### config.mk
export PLATFORM = sky130hd
export DESIGN_NAME = commit_trace_buffer
export DESIGN_NICKNAME = d
export VERILOG_FILES = /design/src/rtl/commit_trace_buffer.sv
export SDC_FILE = /design/constraint.sdc
export NUM_CORES = 1
export LEC_CHECK = 0
export CAP_MARGIN = 10
export CORE_UTILIZATION = 62
export CTS_BUF_LIST = sky130_fd_sc_hd__clkbuf_2
export CTS_CLUSTER_SIZE = 28
export DETAILED_ROUTE_END_ITERATION = 10
export PLACE_DENSITY = 0.86
export SYNTH_ARGS = -nofsm -noshare
export SYNTH_HDL_FRONTEND = slang
export SYNTH_SLANG_ARGS = --single-unit
export TNS_END_PERCENT = 10
### constraint.sdc
create_clock -name clk -period 6.9 [get_ports clk]
set_clock_uncertainty 0.05 [all_clocks]
set_input_delay 1.38 -clock clk [delete_from_list [all_inputs] [get_ports clk]]
set_output_delay 1.38 -clock clk [all_outputs]
set_load 0.01 [all_outputs]
### src/rtl/commit_trace_buffer.sv
// commit_trace_buffer
// Consumer end of the refcpu commit interface. Commit events (pc, target
// register id, written value) are queued in a small FIFO and drained over a
// valid/ready trace port towards the difftest/trace checker. Events offered
// while the queue is full are dropped and flagged by the sticky overflow bit.
//
// Optional feature macro: COMMIT_TRACE_SEQ_EN
//   When defined, every accepted event is stamped with a 16-bit sequence
//   number that is presented on trace_seq alongside the head entry.

module commit_trace_buffer #(
    parameter int DEPTH = 4
) (
    input  logic        clk,
    input  logic        resetn,
    input  logic        commit_valid,
    input  logic [31:0] commit_pc,
    input  logic [4:0]  commit_id,
    input  logic [31:0] commit_data,
    output logic        commit_ready,
    output logic        trace_valid,
    input  logic        trace_ready,
    output logic [31:0] trace_pc,
    output logic [3:0]  trace_wen,
    output logic [4:0]  trace_wnum,
    output logic [31:0] trace_wdata,
`ifdef COMMIT_TRACE_SEQ_EN
    output logic [15:0] trace_seq,
`endif
    output logic        overflow
);

    localparam int PTR_W = $clog2(DEPTH);
    localparam logic [PTR_W:0] FULL_COUNT = (PTR_W + 1)'(DEPTH);

    logic [31:0]      mem_pc   [DEPTH];
    logic [4:0]       mem_id   [DEPTH];
    logic [31:0]      mem_data [DEPTH];

    logic [PTR_W-1:0] wr_ptr;
    logic [PTR_W-1:0] rd_ptr;
    logic [PTR_W:0]   count;

    logic [31:0]      held_pc;
    logic [4:0]       held_id;
    logic [31:0]      held_data;

    logic             push;
    logic             pop;

`ifdef COMMIT_TRACE_SEQ_EN
    logic [15:0]      mem_seq [DEPTH];
    logic [15:0]      seq_cnt;
    logic [15:0]      held_seq;
`endif

    // Handshake qualifiers; readiness depends on occupancy only, so a pop in
    // the same cycle never opens room for a push while full
    always_comb begin
        commit_ready = (count != FULL_COUNT);
        trace_valid  = (count != '0);
        push         = commit_valid && commit_ready;
        pop          = trace_valid && trace_ready;
    end

    // Pointer and occupancy bookkeeping; pointers wrap naturally at DEPTH
    always_ff @(posedge clk or negedge resetn) begin
        if (!resetn) begin
            wr_ptr <= '0;
            rd_ptr <= '0;
            count  <= '0;
        end else begin
            if (push) begin
                wr_ptr <= wr_ptr + PTR_W'(1);
            end
            if (pop) begin
                rd_ptr <= rd_ptr + PTR_W'(1);
            end
            if (push && !pop) begin
                count <= count + (PTR_W + 1)'(1);
            end else if (pop && !push) begin
                count <= count - (PTR_W + 1)'(1);
            end
        end
    end

    // Entry storage; an r0 commit is stored with zero data so the retirement
    // is still traced but never looks like an architectural write
    always_ff @(posedge clk) begin
        if (push) begin
            mem_pc[wr_ptr]   <= commit_pc;
            mem_id[wr_ptr]   <= commit_id;
            mem_data[wr_ptr] <= (commit_id == 5'd0) ? 32'd0 : commit_data;
        end
    end

    // Sticky drop flag, cleared only by reset
    always_ff @(posedge clk or negedge resetn) begin
        if (!resetn) begin
            overflow <= 1'b0;
        end else if (commit_valid && !commit_ready) begin
            overflow <= 1'b1;
        end
    end

    // Copy of the most recently popped head so the trace port keeps showing
    // the last entry once the queue runs empty
    always_ff @(posedge clk or negedge resetn) begin
        if (!resetn) begin
            held_pc   <= '0;
            held_id   <= '0;
            held_data <= '0;
        end else if (pop) begin
            held_pc   <= mem_pc[rd_ptr];
            held_id   <= mem_id[rd_ptr];
            held_data <= mem_data[rd_ptr];
        end
    end

`ifdef COMMIT_TRACE_SEQ_EN
    // Sequence counter advances only on accepted pushes, so drops leave no gap
    always_ff @(posedge clk or negedge resetn) begin
        if (!resetn) begin
            seq_cnt  <= '0;
            held_seq <= '0;
        end else begin
            if (push) begin
                seq_cnt <= seq_cnt + 16'd1;
            end
            if (pop) begin
                held_seq <= mem_seq[rd_ptr];
            end
        end
    end

    // Sequence stamp stored next to each entry
    always_ff @(posedge clk) begin
        if (push) begin
            mem_seq[wr_ptr] <= seq_cnt;
        end
    end

    // Head sequence number, held while empty like the other trace fields
    always_comb begin
        trace_seq = trace_valid ? mem_seq[rd_ptr] : held_seq;
    end
`endif

    // Trace port: live head entry while valid, last popped entry otherwise
    always_comb begin
        trace_pc    = trace_valid ? mem_pc[rd_ptr]   : held_pc;
        trace_wnum  = trace_valid ? mem_id[rd_ptr]   : held_id;
        trace_wdata = trace_valid ? mem_data[rd_ptr] : held_data;
        trace_wen   = (trace_wnum != 5'd0) ? 4'hF : 4'h0;
    end

endmodule
==> impl_metrics.csv <==
group,metric,value,unit
cells_and_area,num-fill-cells,1300,
sta,tightest_slew,1120,ps
floorplan,ios,149,
route,drcViolationCount,0,
placement,gp_congestion,0.758,
worst_setup_path,path_cells,"buf_4 > mux4_2 > mux2_2 > clkdlybuf4s50_1",
route,routedWlPerCell,21.9,um
synthesis,synth_top_area_share,58.7,%
global_routing,grt_pass1_vias,8052,
sta,finalCritPeriodShare,77.3,%
hold_path,hp-class,"in -> async",
sta,slew_viol_final,0,
clock_network,cts_max_level,3,
clock_network,cts_buffers,84,
worst_setup_path,critPathLaunchType,"flip-flop",
synthesis,syn-cell-area,14100,sq um
sta,max_freq,0.188,GHz
global_routing,grt-ovfl-total,0,
synthesis,synthCells,664,
cells_and_area,multi_input_area,3620,sq um
run,cap_viol_max_count,0,
global_routing,grt_use_met2,41.2,%
route,drt_iter0_markers,404,
route,viasPerCell,5.80,
placement,dpl.hpwl,14.8,mm
global_routing,grt_start_max_net_pins,71,
global_routing,antenna_found_initial,1,
clock_network,cts_resized,0,
route,routed-via-count,7070,
sta,hold_viol,0,
worst_setup_path,crit_path_top_delay_cell,"dfrtp_4",
clock_network,post_cts_buffers,0,
synthesis,netlist-cell-type-count,30,
synthesis,syn_avg_cell_area,21.3,sq um
clock_network,cts_tree,"done",
placement,portBuffers,148,
clock_network,hold_buffers,0,
synthesis,synth_seq_cells,353,
cells_and_area,final_nets,945,
synthesis,synth.most_common_cell,"edfxtp_1",
route,wl,26.8,mm
clock_network,clk_pin_slew,100,ps
cells_and_area,layout-drive-gt1-share,39.4,%
sta,final.setup.tns,0,ps
synthesis,synth_edf_count,276,
synthesis,yosys.area.top_type,"edfxtp_1",
cells_and_area,stdcell_count,1220,
global_routing,grt_use_met1,30.0,%
floorplan,die_w,153,um
synthesis,yosysSeqAreaShare,72.4,%
synthesis,yosys-top-cells-count,"edfxtp_1, mux2_2, dfrtp_1",
sta,slew_headroom,25.6,%
synthesis,synth_fp_nets,743,
global_routing,grt.busiest_layer,"met2",
floorplan,dieArea,23400,sq um
worst_setup_path,required,5470,ps
worst_setup_path,slowest_delay,1070,ps
synthesis,synthTopCellsByArea,"edfxtp_1, dfrtp_1, mux4_2, mux2_2, and2b_1",
placement,dp_cells,1060,
route,ant_nets,0,
floorplan,fp-row-count,54,
floorplan,coreArea,22100,sq um
clock_network,cts.sinks,353,
worst_setup_path,worstPathMaxFanout,47,
global_routing,grt_first_pass_wirelength,42.8,mm
synthesis,yosys_most_used_dff,"edfxtp_1",
synthesis,ys_warn_count,0,
outcome,status,"finished clean",
worst_setup_path,crit_arrival,3900,ps
route,dr.pass1.iters,4,
cells_and_area,area_delta_synth_final,17.2,%
floorplan,die_height,153,um
global_routing,grtUsageMet3,6.89,%
pwr,leakage,5.92,nW
clock_network,cts_root_buf,"clkbuf_2",
pwr,vdd_drop_max,0.000311,V
global_routing,gr-usage-all-layers,24.3,%
worst_setup_path,critPathKind,"reg -> out",
pwr,power_density,449,nW/um^2
synthesis,async_reset_ff_share,21.8,%
worst_setup_path,rrSetupSlack,4100,ps
sta,period_needed,5330,ps
sta,rsz0062_at_grt,"false",
worst_setup_path,crit_path_end_kind,"output port",
cells_and_area,ff_latch_area,10200,sq um
sta,setup_viol,0,
clock_network,ctsLongestPathBuffers,3,
floorplan,initial_core_util,63.9,%
clock_network,clock_latency,850,ps
-- registers in the layout, indices dropped and copies added (netlist names) --
register	count
held_id	5
held_data	32
count	3
overflow	1
held_pc	32
mem_id	20
mem_data	128
mem_pc	128
wr_ptr	2
rd_ptr	2
-- placed cells by master, fill, tap and decap left out, types with 4 or more instances in the layout --
cell             count
and2b_1             15
and3_4               4
buf_4                6
clkbuf_2           137
clkdlybuf4s50_1    147
clkinv_1            13
dfrtp_1             75
edfxtp_1           276
ha_1                 5
mux2_2             137
mux4_2              69
nor2b_1             17
xnor2_1              4
-- power by group --
part	switching [mW]	internal [mW]	leakage, nW
registers	0.362	2.90	3.43
clock network	0.795	0.594	0.638
logic	1.13	1.64	1.85
-- per-stage QoR --
| stage | power (mW) | area (sq um) | setup slack [ps] | utilization [%] | hold slack [ps] |
|---|---|---|---|---|---|
| 2_1_floorplan | 4.98 | 14100 | 3370 | - | 425 |
| 3_3_place_gp | 5.98 | 15700 | 2350 | 71.1 | 419 |
| 3_5_place_dp | 6.10 | 15700 | 2350 | 71.1 | 432 |
| 4_1_cts | 7.51 | 16500 | 1380 | 74.8 | 334 |
| 5_1_grt | 7.83 | 16500 | 1250 | 74.9 | 367 |
| 6_report | 7.42 | 16500 | 1570 | 74.9 | 403 |
-- cells by family after synthesis --
group | count (synthesis) | share of synthesized area, %
AO/OA/AOI/OAI | 2 | 0.0975
XOR/XNOR | 6 | 0.372
multiplexers | 208 | 22.2
adder cells (fa/ha/maj) | 6 | 0.585
AND/OR/NAND/NOR | 49 | 2.20
flip-flops | 353 | 72.4
buffers and inverters | 40 | 2.23
-- path summary, 6_finish.rpt --
path                                    to  cells after the start      start
max in group asynchronous        rd_ptr[0]                      2     resetn
setup / recovery           trace_wdata[23]                      4  rd_ptr[0]
hold / removal                 held_pc[11]                      1     resetn
setup reg to reg                held_pc[8]                      4   count[2]
min in group clk                  overflow                      1   overflow
hold reg to reg                   overflow                      1   overflow
-- routing by layer --
layer | vias up | wire, um
li1 | 3133 | -
met1 | 3662 | 10900
met2 | 247 | 13800
met3 | 28 | 1740
met4 | 0 | 371
met5 | - | 0
-- worst max-delay path, delay by kind of cell, from the launching register on --
family / cells / cell delay (ps)
buf+inv: 2 / 1070
mux: 2 / 890
flops: 1 / 1070
-- cell type report --
cell class                      count  area share [%]
Timing Repair Buffer              153            9.17
Antenna cell                        3          0.0454
Sequential cell                   353            61.8
Multi-Input combinational cell    271            21.9
Clock buffer                      137            4.14
Clock inverter                     20           0.794
Tap cell                          280            2.12
Inverter                            3          0.0681
Power figures use the tool's default switching activity.
